[src/rtl/addsub_pkg.sv]
// Shared types and defaults for the pipelined adder/subtractor.
package addsub_pkg;

    localparam int DEF_WIDTH  = 32;
    localparam int DEF_STAGES = 4;
    localparam int DEF_TAG_W  = 4;

    typedef struct packed {
        logic carryout;
        logic overflow;
        logic zero;
        logic negative;
    } addsub_flags_t;

    // Base bit index of carry chunk k.
    function automatic int chunk_lo(input int k, input int chunk);
        return k * chunk;
    endfunction

endpackage

[src/rtl/addsub_chunk.sv]
// Combinational W-bit ripple add/sub slice; subtract inverts b, the caller supplies carry-in.
module addsub_chunk
    import addsub_pkg::*;
#(
    parameter int W = 8
) (
    input  logic [W-1:0] a,
    input  logic [W-1:0] b,
    input  logic         subtract,
    input  logic         cin,
    output logic [W-1:0] sum,
    output logic         cout,
    output logic         cmsb
);

    logic [W:0]   c;
    logic [W-1:0] bx;

    always_comb begin
        bx   = b ^ {W{subtract}};
        c    = '0;
        sum  = '0;
        c[0] = cin;
        for (int i = 0; i < W; i++) begin
            sum[i]   = a[i] ^ bx[i] ^ c[i];
            c[i + 1] = (a[i] & bx[i]) | (a[i] & c[i]) | (bx[i] & c[i]);
        end
    end

    assign cout = c[W];
    assign cmsb = c[W-1];

endmodule

[src/rtl/pipelined_addsub.sv]
// STAGES-deep chunked add/sub with valid/ready handshake, flags and tag.
// Define ADDSUB_SATURATE_EN to clamp on signed overflow and expose the saturated port.
module pipelined_addsub
    import addsub_pkg::*;
#(
    parameter int WIDTH  = DEF_WIDTH,
    parameter int STAGES = DEF_STAGES,
    parameter int TAG_W  = DEF_TAG_W
) (
    input  logic             clk,
    input  logic             reset,
    input  logic             in_valid,
    output logic             in_ready,
    input  logic [WIDTH-1:0] a,
    input  logic [WIDTH-1:0] b,
    input  logic             subtract,
    input  logic [TAG_W-1:0] in_tag,
    output logic             out_valid,
    input  logic             out_ready,
    output logic [WIDTH-1:0] sum,
    output logic             carryout,
    output logic             overflow,
    output logic             zero,
    output logic             negative,
    output logic [TAG_W-1:0] out_tag
`ifdef ADDSUB_SATURATE_EN
    ,
    output logic             saturated
`endif
);

    localparam int CHUNK = WIDTH / STAGES;

    logic          advance;
    logic [STAGES:1] vld_pipe;
    addsub_flags_t flg;

    // Whole pipe moves as one; a held result freezes every stage.
    assign advance   = !vld_pipe[STAGES] || out_ready;
    assign in_ready  = advance;
    assign out_valid = vld_pipe[STAGES];
    assign carryout  = flg.carryout;
    assign overflow  = flg.overflow;
    assign zero      = flg.zero;
    assign negative  = flg.negative;

    for (genvar k = 0; k < STAGES; k++) begin : g_st
        localparam int LO = chunk_lo(k, CHUNK);
        localparam int SW = LO + CHUNK;

        // sa/sb hold only the not-yet-processed operand bits; nsum the finished low bits.
        logic [WIDTH-LO-1:0] sa, sb;
        logic                ssub, scin, svld;
        logic [TAG_W-1:0]    stag;
        logic [SW-1:0]       nsum;
        logic [CHUNK-1:0]    csum;
        logic                cco, ccm;

        addsub_chunk #(.W(CHUNK)) u_chunk (
            .a        (sa[CHUNK-1:0]),
            .b        (sb[CHUNK-1:0]),
            .subtract (ssub),
            .cin      (scin),
            .sum      (csum),
            .cout     (cco),
            .cmsb     (ccm)
        );

        if (k == 0) begin : g_head
            assign sa   = a;
            assign sb   = b;
            assign ssub = subtract;
            assign scin = subtract;
            assign svld = in_valid;
            assign stag = in_tag;
            assign nsum = csum;
        end else begin : g_body
            assign sa   = g_st[k-1].g_mid.a_r;
            assign sb   = g_st[k-1].g_mid.b_r;
            assign ssub = g_st[k-1].g_mid.sub_r;
            assign scin = g_st[k-1].g_mid.cry_r;
            assign svld = vld_pipe[k];
            assign stag = g_st[k-1].g_mid.tag_r;
            assign nsum = {csum, g_st[k-1].g_mid.sum_r};
        end

        if (k < STAGES - 1) begin : g_mid
            logic [WIDTH-SW-1:0] a_r, b_r;
            logic                sub_r, cry_r;
            logic [TAG_W-1:0]    tag_r;
            logic [SW-1:0]       sum_r;

            always_ff @(posedge clk) begin
                if (reset) begin
                    a_r           <= '0;
                    b_r           <= '0;
                    sub_r         <= 1'b0;
                    cry_r         <= 1'b0;
                    tag_r         <= '0;
                    sum_r         <= '0;
                    vld_pipe[k+1] <= 1'b0;
                end else if (advance) begin
                    a_r           <= sa[WIDTH-LO-1:CHUNK];
                    b_r           <= sb[WIDTH-LO-1:CHUNK];
                    sub_r         <= ssub;
                    cry_r         <= cco;
                    tag_r         <= stag;
                    sum_r         <= nsum;
                    vld_pipe[k+1] <= svld;
                end
            end
        end else begin : g_fin
            logic             ov;
            logic [WIDTH-1:0] res;

            assign ov = cco ^ ccm;
`ifdef ADDSUB_SATURATE_EN
            // Wrapped MSB set on overflow means two positives overflowed upward.
            assign res = !ov ? nsum :
                         nsum[WIDTH-1] ? {1'b0, {(WIDTH-1){1'b1}}} : {1'b1, {(WIDTH-1){1'b0}}};
`else
            assign res = nsum;
`endif

            // Output registers only load real ops so bubbles never disturb sum/flags.
            always_ff @(posedge clk) begin
                if (reset) begin
                    vld_pipe[k+1] <= 1'b0;
                    sum           <= '0;
                    flg           <= '0;
                    out_tag       <= '0;
`ifdef ADDSUB_SATURATE_EN
                    saturated     <= 1'b0;
`endif
                end else if (advance) begin
                    vld_pipe[k+1] <= svld;
                    if (svld) begin
                        sum          <= res;
                        flg.carryout <= cco;
                        flg.overflow <= ov;
                        flg.zero     <= (res == '0);
                        flg.negative <= res[WIDTH-1];
                        out_tag      <= stag;
`ifdef ADDSUB_SATURATE_EN
                        saturated    <= ov;
`endif
                    end
                end
            end
        end
    end

endmodule

[config.mk]
export PLATFORM = sky130hd
export DESIGN_NAME = pipelined_addsub
export DESIGN_NICKNAME = d
export VERILOG_FILES = /design/src/rtl/addsub_pkg.sv /design/src/rtl/addsub_chunk.sv /design/src/rtl/pipelined_addsub.sv
export SDC_FILE = /design/constraint.sdc
export NUM_CORES = 1
export LEC_CHECK = 0
export BUFFER_PORTS_ARGS = -buffer_cell sky130_fd_sc_hd__buf_4
export CAP_MARGIN = 40
export CORE_ASPECT_RATIO = 0.5
export CORE_MARGIN = 2
export CORE_UTILIZATION = 40
export CTS_CLUSTER_DIAMETER = 50
export DETAILED_ROUTE_END_ITERATION = 7
export PLACE_DENSITY_LB_ADDON = 0.05
export REMOVE_ABC_BUFFERS = 1
export SYNTH_ARGS = -nofsm -noshare
export SYNTH_HDL_FRONTEND = slang
export SYNTH_SLANG_ARGS = --single-unit
[constraint.sdc]
create_clock -name clk -period 4.9 [get_ports clk]
set_input_delay 0.98 -clock clk [delete_from_list [all_inputs] [get_ports clk]]
set_output_delay 0.98 -clock clk [all_outputs]
set_load 0.02 [all_outputs]
==> flow_summary_export.csv, run 1 <==
group,metric,value,unit
run_status,status,"finished, final reports clean",
min_path,min_path_cells,2,
detailed_routing,route.detailed.drc,0,
worst_setup_path,cp.arrival,5060,ps
timing,fin_setup_tns,0,ps
timing,rsz0062_at_grt,"no",
detailed_routing,ant_nets,0,
run,maxCapViolCount,0,
global_routing,grt.total_usage,0.1657,
power_and_ir_drop,p_clk_frac,0.393,
timing,hold_viol,0,
worst_setup_path,worstReg2RegStart,"g_st[2].g_mid.b_r[0]",
timing,fmax,214.9,MHz
worst_setup_path,critPathRequiredTime,5300,ps
yosys,ys.flop_type,"dfxtp_1",
floorplanning,start_util,0.4118,
detailed_routing,drtIter0Drc,324,
worst_setup_path,critPathMaxFanout,2,
place,dp.final_hpwl,11120,µm
worst_setup_path,crit_start,"g_st[2].g_mid.b_r[0]",
cells_and_area,syn_to_final_growth,18.98,%
clock_network,tritoncts,"done",
cells_and_area,fillCellCount,1985,
worst_setup_path,cp.depth,15,
clock_network,clock-sinks,205,
worst_setup_path,critPathLaunchType,"register",
yosys,synth_area_per_cell,8.280,µm²
worst_setup_path,reg2regPathDepth,15,
place,dpl-instance-area,0.009054,mm²
min_path,hold_end,"g_st[1].g_mid.a_r[15]",
timing,finalSetupViolCount,0,
place,place_ws,30.58,ps
timing,worstMarginPinSlew,786.6,ps
worst_setup_path,cpLargestDelayFamily,"adder cells",
timing,slew_headroom,0.4756,
place,gp_congestion,0.7214,
yosys,yosys_warnings,0,
timing,clock_skew,13.98,ps
min_path,hp-class,"reg -> reg",
yosys,yosys.area.top_type_share,0.5063,
detailed_routing,firstDrtPassIters,4,
clock_network,numCtsBuffers,19,
floorplanning,core_area,0.01968,mm²
power_and_ir_drop,power-per-cell-area,363.1,mW/mm²
power_and_ir_drop,sw_frac_of_total,0.2351,
detailed_routing,vias_per_cell,4.709,
yosys,syn_inst,979,
worst_setup_path,critPathKind,"reg -> reg",
clock_network,htree_num_levels,1,
detailed_routing,avgRoutedWirePerCell,13.25,µm
global_routing,antenna_found_initial,0,
timing,period_minus_slack,4654,ps
floorplanning,die-area,0.02149,mm²
yosys,ys_top_cells_by_count,"nand2_1 (361), dfxtp_1 (205), a21oi_1 (180)",
timing,slew_violations,0,
power_and_ir_drop,peakVddDrop,0.1439,mV
global_routing,gr-total-overflow,0,
place,io_buffers,114,
clock_network,root_buffer,"clkbuf_16",
power_and_ir_drop,combPwrFrac,0.089,
power_and_ir_drop,p_switching,0.8236,mW
clock_network,insertion_delay,480,ps
yosys,yosysSeqAreaShare,0.5063,
worst_setup_path,worstPathBufferInverterCount,2,
worst_setup_path,cp_slowest_cell,"or4_1",
cells_and_area,nets,1156,
yosys,synth_seq_cells,205,
yosys,synth_area_leader_cell,"dfxtp_1",
yosys,synth-edff-count,0,
clock_network,cts_max_path_buffers,3,
cells_and_area,final_cells,1328,
detailed_routing,via_count,6254,
floorplanning,fp.dieH,104.7,µm
power_and_ir_drop,p_leak,3.816,nW
yosys,yosys-top-cells-area,"dfxtp_1 (51%), nand2_1 (17%), a21oi_1 (11%)",
cells_and_area,final_area,0.009646,mm²
timing,post-route-period-util,0.9498,
yosys,netlist_area,0.008107,mm²
worst_setup_path,critical-path-max-stage-delay,550,ps
global_routing,grt_pass1_wl,29160,µm
power_and_ir_drop,intPower,2.679,mW
global_routing,grt_max_degree,77,
cells_and_area,final_layout_size_suffix_gt1_frac,0.1527,
yosys,synth_cell_types,27,
detailed_routing,wirelength,17590,µm
place,dp_cells,1297,
global_routing,grt_pass1_vias,5871,
floorplanning,io_pins,115,
min_path,worst_hold_startpoint,"g_st[1].g_mid.a_r[15]",
timing,whs,449.8,ps
worst_setup_path,worst_setup_path_end_kind,"register",
worst_setup_path,r2r_slack,250,ps
worst_setup_path,crit_chain,"xor2_2 > fa_2 > fa_1 > inv_1 > fa_1 > fa_2 > fa_2 > fa_1 > fa_2 > inv_1 > fa_1 > or4_1 > nor4_2 > nand4_1 > o21ai_1",
timing,worst_slack,246.0,ps
power_and_ir_drop,seqPwrFrac,0.518,
floorplanning,die_w,205.3,µm
yosys,synth.most_common_cell,"nand2_1",
floorplanning,row_count,36,
worst_setup_path,reg2reg_to,"zero",
clock_network,clk_pin_slew,70,ps
yosys,async_flop_share,0,
kinds of logic (layout without fill, tap and decap cells):
kind of cell / Yosys count / after routing / synth area share
and+or+nand+nor: 401 / 401 / 0.1906
xor gates and xnor gates: 33 / 33 / 0.03565
other: 0 / 1 / 0
DFF: 205 / 205 / 0.5063
adders and majority gates: 31 / 31 / 0.07656
AOI/OAI and AO/OA: 204 / 204 / 0.1330
muxes: 1 / 1 / 0.001389
buffers and inverters: 104 / 186 / 0.05649
layout by cell type, fill, tap and decap left out, types with 2 or more instances in the layout:
master	synthesis	routed
a21oi_1	180	180
clkbuf_16	0	19
or4_1	3	3
fa_2	0	4
clkbuf_8	0	4
buf_6	1	2
xor2_1	9	8
dfxtp_1	205	203
fa_1	31	27
nor2_1	26	26
xnor2_1	24	24
clkinv_2	0	2
dfxtp_2	0	2
a211oi_1	23	23
inv_1	30	30
nor4_1	3	2
clkbuf_1	36	5
nand2_1	361	361
nand4_1	2	2
buf_4	2	123
worst max path at each step:
stage | slack, ps | to
after floorplan | -6050 | carryout
after global placement | 130 | zero
after detailed placement | 30 | zero
after CTS | 50 | zero
after global routing | 40 | zero
final | 250 | zero
layout make-up:
class,instances,area [µm²],share of cell area
clock buffer,28,549.3,0.05695
clock inverter,2,10.01,0.001038
multi-input combinational,670,3577,0.3709
inverter,31,121.4,0.01258
antenna,1,2.502,0.0002594
timing repair buffer,125,945.9,0.09807
tap,266,332.8,0.03451
sequential,205,4106,0.4257
per-stage QoR:
stage / total power [mW] / util
CTS: 3.564 / 0.4889
floorplan: 2.022 / -
detailed placement: 2.167 / 0.4600
global placement: 2.162 / 0.4600
global route: 3.678 / 0.4899
finish: 3.503 / 0.4900
tightest hold or removal path, stage by stage, from the launching register on:
cell,delay [ps]
dfxtp_1,310
nand2_1,50
a21oi_1,50
power by group through the flow:
stage	clock network (mW)	registers (mW)	logic (mW)
6_report	1.38	1.81	0.312
3_5_place_dp	0	1.85	0.315
2_1_floorplan	0	1.85	0.175
5_1_grt	1.49	1.83	0.361
3_3_place_gp	0	1.85	0.311
4_1_cts	1.43	1.81	0.318
sequential cells by signal, summed over array words and instances (netlist names):
| register | cells |
|---|---|
| out_tag | 4 |
| g_st.g_mid.tag_r | 12 |
| sum | 32 |
| zero | 1 |
| carryout | 1 |
| g_st.g_mid.sub_r | 3 |
| g_st.g_mid.cry_r | 3 |
| overflow | 1 |
| g_st.svld | 3 |
| g_st.g_mid.a_r | 48 |
| out_valid | 1 |
| g_st.g_mid.b_r | 48 |
| g_st.g_mid.sum_r | 48 |
what timing repair did:
action	4_1_cts	5_1_grt
hold buffers	0	0
gates resized for setup	3	6
pin swaps	3	1
endpoints found under the setup margin	1	1
buffers inserted	0	0
routing by layer:
metal | vias up | GRT usage | routed length (µm)
met5 | - | 0 | 0
met4 | 0 | 0.03032 | 260
met3 | 21 | 0.03182 | 675
met2 | 72 | 0.2486 | 7458
met1 | 2898 | 0.2482 | 9195
li1 | 3263 | - | -
(Power assumes the default switching activity.)
==> run 2: changes to the inputs <==
Clock period 4.9 ns to 5.6 ns, I/O delays scaled along.
==> flow_summary_export.csv, run 2 (synthesized netlist as in run 1, its figures left out) <==
group,metric,value,unit
power_and_ir_drop,sw_frac_of_total,0.2358,
cells_and_area,fin_util,0.4898,
floorplanning,die-area,0.02149,mm²
place,dpl-instance-area,0.009031,mm²
cells_and_area,final_area,0.009642,mm²
worst_setup_path,critPathLaunchType,"register",
power_and_ir_drop,total_power,3.140,mW
timing,slew_headroom,0.4307,
timing,worst_slack,724.6,ps
run,maxCapViolCount,0,
global_routing,grt_pass1_vias,6016,
place,dp_cells,1294,
clock_network,cts_max_path_buffers,3,
min_path,min_path_cells,2,
power_and_ir_drop,power-per-cell-area,325.7,mW/mm²
cells_and_area,top_regs,"g_st.g_mid.a_r: 48 flops, g_st.g_mid.b_r: 48 flops, g_st.g_mid.sum_r: 48 flops",
worst_setup_path,worst_setup_path_end_kind,"register",
cells_and_area,syn_to_final_growth,18.94,%
global_routing,grt_pass1_wl,29400,µm
power_and_ir_drop,p_switching,0.7404,mW
place,gp_congestion,0.7166,
cells_and_area,final_layout_size_suffix_gt1_frac,0.1454,
power_and_ir_drop,seqPwrFrac,0.507,
timing,worstMarginPinSlew,854.0,ps
clock_network,clock-sinks,205,
detailed_routing,wirelength,17470,µm
timing,rsz0062_at_grt,"no",
worst_setup_path,critPathRequiredTime,6020,ps
timing,post-route-period-util,0.8706,
clock_network,numCtsBuffers,20,
worst_setup_path,reg2regPathDepth,15,
timing,hold_viol,0,
worst_setup_path,crit_chain,"xor2_1 > fa_1 > fa_1 > inv_1 > fa_1 > fa_1 > fa_1 > fa_1 > fa_1 > inv_1 > fa_1 > or4_1 > nor4_1 > nand4_1 > o21ai_1",
detailed_routing,ant_nets,0,
clock_network,htree_num_levels,1,
floorplanning,row_count,36,
detailed_routing,drtIter0Drc,339,
detailed_routing,route.detailed.drc,0,
clock_network,hold_buffers,0,
floorplanning,core_area,0.01968,mm²
worst_setup_path,critPathKind,"reg -> reg",
clock_network,tritoncts,"done",
worst_setup_path,cpMostUsedCell,"fa_1",
detailed_routing,vias_per_cell,4.724,
detailed_routing,avgRoutedWirePerCell,13.18,µm
timing,fmax,205.1,MHz
timing,finalSetupViolCount,0,
run_status,status,"finished, final reports clean",
floorplanning,fp.dieH,104.7,µm
timing,slew_violations,0,
place,dp.final_hpwl,10960,µm
worst_setup_path,cp_slowest_cell,"or4_1",
detailed_routing,via_count,6259,
power_and_ir_drop,combPwrFrac,0.085,
cells_and_area,fillCellCount,1924,
clock_network,root_buffer,"clkbuf_16",
cells_and_area,final_common_cell,"nand2_1",
place,io_buffers,114,
global_routing,grt_max_degree,99,
worst_setup_path,critical-path-max-stage-delay,530,ps
floorplanning,die_w,205.3,µm
timing,period_minus_slack,4875,ps
clock_network,cts_resized,0,
detailed_routing,firstDrtPassIters,4,
worst_setup_path,critPathMaxFanout,2,
cells_and_area,final_cell_mix,"nand2_1 (361), dfxtp_1 (205), a21oi_1 (180), buf_4 (121), fa_1 (31)",
min_path,hp-class,"reg -> reg",
power_and_ir_drop,p_leak,3.826,nW
cells_and_area,antennaDiodeCount,0,
timing,clock_skew,13.28,ps
global_routing,antenna_found_initial,0,
clock_network,post_cts_buffers,0,
cells_and_area,final_cells,1325,
global_routing,grt.total_usage,0.1656,
power_and_ir_drop,peakVddDrop,0.2128,mV
worst_setup_path,cp.arrival,5290,ps
power_and_ir_drop,intPower,2.400,mW
cells_and_area,nets,1154,
global_routing,gr-total-overflow,0,
clock_network,clk_pin_slew,70,ps
floorplanning,start_util,0.4118,
power_and_ir_drop,p_clk_frac,0.409,
clock_network,insertion_delay,490,ps
place,place_ws,728.9,ps
floorplanning,io_pins,115,
-- run 2: cell count changes in the layout (fill, tap and decap cells not counted), sizes merged --
cell	delta
buf	-3
diode	-1
inv	+1
-- run 2: final timing paths --
| path | startpoint | to | slack [ps] |
|---|---|---|---|
| hold reg to reg | g_st[1].g_mid.sum_r[15] | g_st[1].g_mid.sum_r[15] | 450 |
| setup / recovery | g_st[2].g_mid.b_r[0] | zero | 720 |
| hold / removal | g_st[1].g_mid.sum_r[15] | g_st[1].g_mid.sum_r[15] | 450 |
| setup reg to reg | g_st[2].g_mid.b_r[0] | zero | 720 |
-- run 2: power by group through the flow --
stage	registers (mW)	clock network, mW	logic, mW
floorplan	1.62	0	0.153
global placement	1.62	0	0.268
detailed placement	1.62	0	0.272
CTS	1.59	1.33	0.273
global route	1.60	1.39	0.306
finish	1.59	1.28	0.266
-- run 2: metrics by stage --
| stage | TNS [ps] | hold WS [ps] |
|---|---|---|
| 2_1_floorplan | -958720 | 425.8 |
| 3_3_place_gp | 0 | 439.6 |
| 3_5_place_dp | 0 | 443.4 |
| 4_1_cts | 0 | 451.7 |
| 5_1_grt | 0 | 464.4 |
| 6_report | 0 | 449.7 |
-- run 2: cell type report --
type | count | area [µm²] | share of cell area
Sequential cell | 205 | 4104 | 0.4256
Clock inverter | 3 | 18.77 | 0.001947
Tap cell | 266 | 332.8 | 0.03452
Clock buffer | 28 | 591.8 | 0.06138
Multi-Input combinational cell | 670 | 3553 | 0.3685
Inverter | 31 | 121.4 | 0.01259
Timing Repair Buffer | 122 | 919.6 | 0.09538
-- run 2: routing by layer --
metal	wire (µm)	global-route usage	share of wire
met3	708	0.03119	0.041
met2	7516	0.2575	0.43
met1	8950	0.2389	0.51
met4	291	0.03546	0.017
met5	0	0	0
-- run 2: worst max-delay path, delay by kind of cell (launching register included) --
| family | cells | cell delay (ps) |
|---|---|---|
| AOI/OAI and AO/OA | 1 | 150 |
| xor gates and xnor gates | 1 | 180 |
| adders and majority gates | 8 | 3010 |
| buffers and inverters | 2 | 160 |
| DFF | 1 | 340 |
| and+or+nand+nor | 3 | 970 |
